`src/rtl/riscv_pkg.sv`:
```
// Shared definitions for the CPU data-side memory bridge.
//   bridge_state_t  : bridge FSM state encoding (IDLE -> REQ -> DONE -> IDLE)
//   BRIDGE_TIMEOUT  : default maximum number of bus wait cycles before abort
package riscv_pkg;

  typedef enum logic [1:0] {
    IDLE = 2'd0,
    REQ  = 2'd1,
    DONE = 2'd2
  } bridge_state_t;

  localparam int unsigned BRIDGE_TIMEOUT = 255;

endpackage

```
`src/rtl/mem_bridge.sv`:
```
// CPU data-access to single-master bus bridge.
// Converts a CPU load/store request into one bus cycle, stalls the CPU until
// the cycle completes, returns load data and records bus errors/timeouts.
//
// Ports:
//   clk, rstn                 clock, asynchronous active-low reset
//   cpu_addr/cpu_din/cpu_w    store/load address, store data, byte write enables
//   cpu_r                     load request
//   cpu_dout                  last load data (0 after a faulting access)
//   cpu_stall                 hold CPU while an access is outstanding
//   bus_cyc/bus_we/bus_sel    bus request, write flag, byte lane selects
//   bus_addr/bus_wdata        word-aligned address, write data
//   bus_rdata/bus_ack/bus_err read data, completion OK, completion with error
//   fault/fault_addr          sticky fault flag, address of first faulting access
//   fault_clr                 synchronous fault clear
module mem_bridge
  import riscv_pkg::*;
#(
  parameter int unsigned XLEN    = 32,
  parameter int unsigned TIMEOUT = BRIDGE_TIMEOUT
) (
  input  logic              clk,
  input  logic              rstn,
  input  logic [XLEN-1:0]   cpu_addr,
  input  logic [XLEN-1:0]   cpu_din,
  input  logic [XLEN/8-1:0] cpu_w,
  input  logic              cpu_r,
  output logic [XLEN-1:0]   cpu_dout,
  output logic              cpu_stall,
  output logic              bus_cyc,
  output logic              bus_we,
  output logic [XLEN/8-1:0] bus_sel,
  output logic [XLEN-1:0]   bus_addr,
  output logic [XLEN-1:0]   bus_wdata,
  input  logic [XLEN-1:0]   bus_rdata,
  input  logic              bus_ack,
  input  logic              bus_err,
  output logic              fault,
  output logic [XLEN-1:0]   fault_addr,
  input  logic              fault_clr
);

  // Counter holds the number of completed REQ cycles, so the abort fires on
  // the TIMEOUT-th REQ cycle when it reads TIMEOUT-1.
  localparam logic [7:0] TO_LAST = 8'(TIMEOUT - 1);

  bridge_state_t     state;
  logic [7:0]        cnt;
  logic [XLEN-1:0]   addr_q;
  logic [XLEN-1:0]   data_q;
  logic [XLEN/8-1:0] sel_q;
  logic              we_q;

  logic req_in;
  logic abort;

  always_comb begin
    req_in = cpu_r | (|cpu_w);
    // bus_ack in the timeout cycle still completes normally.
    abort  = bus_err | (~bus_ack & (cnt == TO_LAST));
  end

  // Stall rises in the same cycle as the request so the CPU never advances
  // past an access that the bridge has just accepted.
  always_comb begin
    cpu_stall = 1'b0;
    if (rstn) begin
      unique case (state)
        IDLE:    cpu_stall = req_in;
        REQ:     cpu_stall = 1'b1;
        default: cpu_stall = 1'b0;
      endcase
    end
  end

  always_comb begin
    bus_cyc   = (state == REQ);
    bus_we    = we_q;
    bus_sel   = sel_q;
    bus_addr  = {addr_q[XLEN-1:2], 2'b00};
    bus_wdata = data_q;
  end

  always_ff @(posedge clk or negedge rstn) begin
    if (!rstn) begin
      state      <= IDLE;
      cnt        <= '0;
      addr_q     <= '0;
      data_q     <= '0;
      sel_q      <= '0;
      we_q       <= 1'b0;
      cpu_dout   <= '0;
      fault      <= 1'b0;
      fault_addr <= '0;
    end else begin
      if (fault_clr) fault <= 1'b0;

      unique case (state)
        IDLE: begin
          if (req_in) begin
            addr_q <= cpu_addr;
            data_q <= cpu_din;
            we_q   <= |cpu_w;
            sel_q  <= (|cpu_w) ? cpu_w : '1;
            cnt    <= '0;
            state  <= REQ;
          end
        end
        REQ: begin
          cnt <= cnt + 8'd1;
          if (abort) begin
            // A new fault overrides a same-cycle clear and counts as the first.
            fault <= 1'b1;
            if (!fault || fault_clr) fault_addr <= addr_q;
            cpu_dout <= '0;
            state    <= DONE;
          end else if (bus_ack) begin
            if (!we_q) cpu_dout <= bus_rdata;
            state <= DONE;
          end
        end
        DONE:    state <= IDLE;
        default: state <= IDLE;
      endcase
    end
  end

endmodule

```
`config.mk`:
```
export PLATFORM = sky130hd
export DESIGN_NAME = mem_bridge
export DESIGN_NICKNAME = d
export VERILOG_FILES = /design/src/rtl/riscv_pkg.sv /design/src/rtl/mem_bridge.sv
export SDC_FILE = /design/constraint.sdc
export NUM_CORES = 1
export LEC_CHECK = 0
export ABC_AREA = 1
export ABC_CLOCK_PERIOD_IN_PS = 1680
export CAP_MARGIN = 20
export CORE_ASPECT_RATIO = 0.75
export CORE_MARGIN = 5
export CORE_UTILIZATION = 30
export DETAILED_ROUTE_END_ITERATION = 8
export GPL_TIMING_DRIVEN = 0
export MAX_ROUTING_LAYER = met4
export SLEW_MARGIN = 25
export SYNTH_ARGS = -nofsm -noshare
export SYNTH_HDL_FRONTEND = slang
export SYNTH_SLANG_ARGS = --single-unit
```
`constraint.sdc`:
```
create_clock -name clk -period 1.68 [get_ports clk]
set_clock_uncertainty 0.2 [all_clocks]
set_input_delay 0.336 -clock clk [delete_from_list [all_inputs] [get_ports clk]]
set_output_delay 0.336 -clock clk [all_outputs]
set_load 0.01 [all_outputs]
```
---- Yosys cells after proc, flatten, opt, wreduce, memory -nomap -nowiden ----
Index checks and enable logic that the tools add are counted.
storage, ports and cells
  register bits after elaboration ......... 144
  logic and storage cells ................. 45
  output and inout port bits .............. 136
cells by class
  reductions and logical operators ........ 11
  multiplexer cells ....................... 15
  add/sub/neg operators ................... 1
  bitwise gates (word level) .............. 4
  eq/ne operators ......................... 5
operator list
  kind                 number
  $mux 32              3
  $pmux 8 s2           1
  $add 8x1->8 const B  1
  $eq 8x8->1 const B   1
  $mux 8               1
  $mux 2               3
  $reduce_and 2->1     3
  $reduce_and 3->1     2
  $mux 1               4
  $mux 4               1
  $pmux 2 s2           1
  $reduce_bool 2->1    2
  $reduce_or 4->1      1
  $ne 3x1->1 const B   1
  $eq 2x1->1 const B   1
  $logic_not 2->1      1
  $ne 2x1->1 const B   1
  $ne 2x2->1 const B   1
  $or 1x1->1           2
  $pmux 1 s2           1
  $and 1x1->1          1
  $logic_not 1->1      1
  $logic_or 1x1->1     1
  $not 1->1            1

---- Depth between registers and ports, before layout ----
  word-level depth ........................ 5
  depth in mapped cells ................... 10

---- Worst setup path before layout ----
No wires, ideal clock.
  path kind ............................... reg-to-output
  start ................................... register state[0]
  end ..................................... output port cpu_stall
  cell stages (with the launch flop) ...... 5
  required time ........................... 1.144 ns
  arrival time ............................ 1.106 ns
  slack ................................... 0.038 ns
  buffers on the path ..................... 1
  path through ............................ dfrtp_1 > nor2_1 > nand2_2 > buf_2 > a21boi_0
between the ends
  cells in the longest elaborated chain, start to end .. 3
  elaborated cells on any way between the ends .. 4
  those cells by class .................... 1 x eq/ne; 2 x mux; 1 x reduce/logical
ends and longest elaborated chain
  what                                           RTL line           text
  start: declaration                             mem_bridge.sv:47   bridge_state_t state;
  start signal: assignment                       mem_bridge.sv:86   state <= IDLE;
  start signal: assignment                       mem_bridge.sv:106  state <= REQ;
  start signal: assignment                       mem_bridge.sv:116  state <= DONE;
  $eq 2x1->1 or $logic_not 2->1 (tied branches)  mem_bridge.sv:68   unique case (state)
  $pmux 1 s2 (*)                                 mem_bridge.sv:68
  $mux 1 (*)                                     mem_bridge.sv:67   if (rstn) begin
  end: declaration                               mem_bridge.sv:29   output logic cpu_stall,
Every way passes the cells marked *; elsewhere a longest branch is shown, timed or not.

---- Final worst setup path ----
Ends and elaborated chain as after synthesis.

==> run_summary.xml <==
<?xml version="1.0" encoding="UTF-8"?>
<metrics>
  <group name="logic_synthesis">
    <metric name="synth_mux_area_share" unit="%">0</metric>
    <metric name="ys_ff_latch" unit="">144</metric>
    <metric name="largest_family_of_logic_cells_by_synthesized_area" unit="">simple AND/OR/NAND/NOR gates</metric>
    <metric name="yosys.area_share.simple" unit="%">31.68</metric>
    <metric name="synth_compound_area_share" unit="%">1.321</metric>
    <metric name="synthAdderAreaFrac" unit="%">0.4002</metric>
    <metric name="synth.avg_cell_area" unit="um2">9.101</metric>
    <metric name="synth_xor_xnor_area_share" unit="%">0.1401</metric>
    <metric name="yosys_warnings" unit="">0</metric>
    <metric name="syn_inst" unit="">687</metric>
    <metric name="syn-cell-area" unit="um2">6252</metric>
    <metric name="yosysUniqueCellTypes" unit="">25</metric>
    <metric name="sequential_area_share_after_synthesis" unit="%">57.63</metric>
  </group>
  <group name="pwr">
    <metric name="sequentialPowerShare" unit="%">30.3</metric>
    <metric name="cell_internal_pwr" unit="W">0.01207</metric>
    <metric name="p_per_area" unit="nW/um2">1823</metric>
    <metric name="power_frac_clock" unit="%">20.1</metric>
    <metric name="leakage" unit="nW">5.607</metric>
    <metric name="power.share.combinational" unit="%">49.6</metric>
    <metric name="fin_total_pwr" unit="W">0.01955</metric>
    <metric name="switching_share" unit="%">38.24</metric>
    <metric name="power.ir.vdd_worst" unit="V">0.0006487</metric>
    <metric name="netSwitchingPower" unit="W">0.007474</metric>
  </group>
  <group name="clock_network">
    <metric name="clock_transition_time_at_the_flip_flop_clock_pins_of_the_worst_setup_and_hold_paths" unit="ps">60</metric>
    <metric name="clkLatencyLatePin" unit="ps">420</metric>
    <metric name="clock_sinks" unit="">144</metric>
    <metric name="cts_tree" unit="">yes</metric>
    <metric name="htree_levels" unit="">4</metric>
    <metric name="cts_buffers" unit="">17</metric>
    <metric name="clockRootBuffer" unit="">clkbuf_16</metric>
    <metric name="clockBufferDepth" unit="">2</metric>
  </group>
  <group name="timing">
    <metric name="fin_crit_sh" unit="%">114.9</metric>
    <metric name="worst_slew_margin_rel" unit="%">65.67</metric>
    <metric name="max_freq" unit="MHz">518.1</metric>
    <metric name="period_minus_slack" unit="ps">1930</metric>
    <metric name="setup_viol" unit="">65</metric>
    <metric name="grt_setup_unrepaired" unit="">true</metric>
    <metric name="whs" unit="ps">-376.9</metric>
    <metric name="slew_viol_final" unit="">0</metric>
    <metric name="finalHoldViolCount" unit="">102</metric>
    <metric name="postLayoutSetupSlackWorst" unit="ps">-250.2</metric>
    <metric name="max_slew.worst_pin.slew" unit="ps">514.9</metric>
  </group>
  <group name="run">
    <metric name="timing.max_cap.violations" unit="">0</metric>
  </group>
  <group name="grt">
    <metric name="grt.overflow.total" unit="">0</metric>
    <metric name="largest_net_degree_at_the_start_of_global_routing" unit="">81</metric>
    <metric name="vias_in_the_first_global_route" unit="">5846</metric>
    <metric name="grt_usage" unit="%">18.40</metric>
    <metric name="antenna_found_initial" unit="">0</metric>
    <metric name="grt_first_pass_wirelength" unit="um">33270</metric>
  </group>
  <group name="floorplanning">
    <metric name="die_y" unit="um">135.0</metric>
    <metric name="num_rows" unit="">45</metric>
    <metric name="die_area" unit="um2">23860</metric>
    <metric name="io_pins" unit="">242</metric>
    <metric name="start_util" unit="%">30.68</metric>
    <metric name="dieWidth" unit="um">176.7</metric>
    <metric name="core" unit="um2">20380</metric>
  </group>
  <group name="setup_path">
    <metric name="worst_ep_arrival_time" unit="ps">1390</metric>
    <metric name="critical_path.startpoint_type" unit="">flip-flop</metric>
    <metric name="worstPathMaxFanout" unit="">2</metric>
    <metric name="worst-endpoint-required" unit="ps">1140</metric>
    <metric name="worst_setup_path_end_kind" unit="">output port</metric>
    <metric name="worstSetupPathType" unit="">flip-flop to output port</metric>
  </group>
  <group name="routing">
    <metric name="vias" unit="">5751</metric>
    <metric name="drt_pre_antenna_iters" unit="">4</metric>
    <metric name="routed_wire_length_per_instance" unit="um">16.40</metric>
    <metric name="post-route-drc-count" unit="">0</metric>
    <metric name="wirelength" unit="um">21570</metric>
    <metric name="drt-vias-per-instance" unit="">4.373</metric>
    <metric name="drt_first_iter_violations" unit="">297</metric>
    <metric name="route.antenna.remaining_nets" unit="">0</metric>
  </group>
  <group name="placed_design">
    <metric name="buffer_ports.inserted" unit="">239</metric>
    <metric name="gpl.final_weighted_congestion" unit="">0.7765</metric>
    <metric name="dp_hpwl" unit="um">14160</metric>
  </group>
  <group name="min_path">
    <metric name="hp-class" unit="">input pin to async pin</metric>
  </group>
  <group name="run_status">
    <metric name="result_of_the_run" unit="">finished with violations</metric>
    <metric name="failed_checks" unit="">hold timing, setup timing</metric>
  </group>
  <group name="layout">
    <metric name="antenna-diode-count" unit="">0</metric>
    <metric name="syn_to_final_growth" unit="%">71.50</metric>
    <metric name="layout-drive-gt1-share" unit="%">32.33</metric>
    <metric name="finalNetCount" unit="">1129</metric>
  </group>
</metrics>
-- metal layers --
layer	GRT usage [%]	vias to the layer above	share of wire (%)	routed length (um)
met5	-	-	0	0
met4	4.510	0	1.0	225
met3	5.793	18	7.8	1674
met2	26.60	188	44	9493
met1	25.25	2733	47	10180
li1	-	2812	-	-
-- cell usage in the layout, fill, tap and decap left out, types with 7 or more instances in the layout --
master,n
nand2_1,267
dfrtp_1,144
clkdlybuf4s50_1,100
buf_4,87
dlygate4sd2_1,73
nand2_2,56
buf_2,41
nand4_1,34
nand3_2,31
clkdlybuf4s15_1,27
clkbuf_16,20
nand2_4,18
nor2_1,15
buf_6,12
buf_8,11
inv_1,10
buf_12,10
o21ai_0,9
nand3_1,7
-- state kept, by name (all words and copies together) (netlist names) --
signal / flops
addr_q: 32
bus_wdata: 32
cpu_dout: 32
fault_addr: 32
cnt: 8
bus_sel: 4
state: 2
bus_we: 1
fault: 1
-- critical path, cell delays in order (launching register included) --
cell	delay, ps
dfrtp_1	410
nor2_4	150
nand2_4	70
buf_8	120
a21boi_2	90
buf_2	140
-- power groups by stage --
stage / combinational, W / sequential (W) / clock (W)
after floorplan: 0.00365 / 0.00633 / 0
after global placement: 0.00849 / 0.00595 / 0
after detailed placement: 0.00857 / 0.00597 / 0
after CTS: 0.00905 / 0.00585 / 0.00402
after global routing: 0.0106 / 0.00611 / 0.00416
final: 0.00970 / 0.00592 / 0.00393
-- logic make-up (layout without fill, tap and decap cells) --
group                      Yosys count  count (layout)
AOI/OAI and AO/OA                   16              16
xor gates and xnor gates             1               1
adders and majority gates            2               2
buffers and inverters               86             430
DFF                                144             144
other                                1               2
and+or+nand+nor                    437             438
-- worst paths after layout --
kind,start,to,slack (ps),cells after the start
min in group clk,cpu_w[1],bus_sel[1]$_DFFE_PN0P_,30,3
worst min register to register,fault_addr[10]$_DFFE_PN0P_,fault_addr[10]$_DFFE_PN0P_,270,2
worst max register to register,cnt[0]$_DFFE_PN0P_,fault_addr[0]$_DFFE_PN0P_,-140,10
worst max-delay path,state[0]$_DFFE_PN0P_,cpu_stall,-250,5
max in group asynchronous,rstn,fault_addr[0]$_DFFE_PN0P_,950,2
worst min-delay path,rstn,addr_q[16]$_DFFE_PN0P_,-380,1
-- synth_stat cells --
cell | n | area, um2
inv_1 | 14 | 52.55
conb_1 | 1 | 3.750
buf_2 | 18 | 90.09
nor3_2 | 1 | 10.01
o21ai_0 | 10 | 50.05
a21oi_1 | 5 | 25.02
ha_1 | 2 | 25.02
nand3_2 | 28 | 280.3
nand2_1 | 338 | 1269
nand4_1 | 34 | 212.7
nand2_2 | 2 | 12.51
nor2_2 | 1 | 6.260
nor2_1 | 17 | 63.81
nand3_4 | 1 | 17.52
dfrtp_1 | 144 | 3603
xor2_1 | 1 | 8.760
nand2_8 | 1 | 20.02
buf_6 | 7 | 78.83
a21boi_0 | 1 | 7.510
nor2_4 | 1 | 11.26
nand2_4 | 2 | 22.52
clkbuf_1 | 4 | 15.01
buf_4 | 40 | 300.3
inv_2 | 3 | 11.26
nand3_1 | 11 | 55.05
-- what timing repair did --
action,CTS,global route
gates resized for setup,343,122
endpoints found under the hold margin,78,78
endpoints found under the setup margin,234,122
pin swaps,25,24
setup buffers,48,15
cloned,10,4
-- metrics by stage --
| step | util (%) | cells | setup TNS, ps | setup slack [ps] | instance area [um2] |
|---|---|---|---|---|---|
| floorplan | - | 688 | 0 | 37.51 | 6256 |
| global placement | 44.16 | 1209 | -941910 | -6118 | 9001 |
| detailed placement | 44.32 | 1210 | -60190 | -1086 | 9034 |
| CTS | 50.34 | 1298 | -5022 | -298.9 | 10260 |
| global route | 52.61 | 1315 | -11740 | -332.6 | 10720 |
| finish | 52.61 | 1315 | -6963 | -250.2 | 10720 |
-- area by class of cell --
cell class | count | area [um2]
tap | 282 | 352.8
clock buffer | 19 | 442.9
fill | 1917 | 9659
timing repair buffer | 315 | 2985
buffer | 67 | 621.8
multi-input combinational | 459 | 2465
sequential | 144 | 3603
clock inverter | 12 | 155.1
inverter | 17 | 96.34
Note: power is estimated with default switching activity, not from simulation.
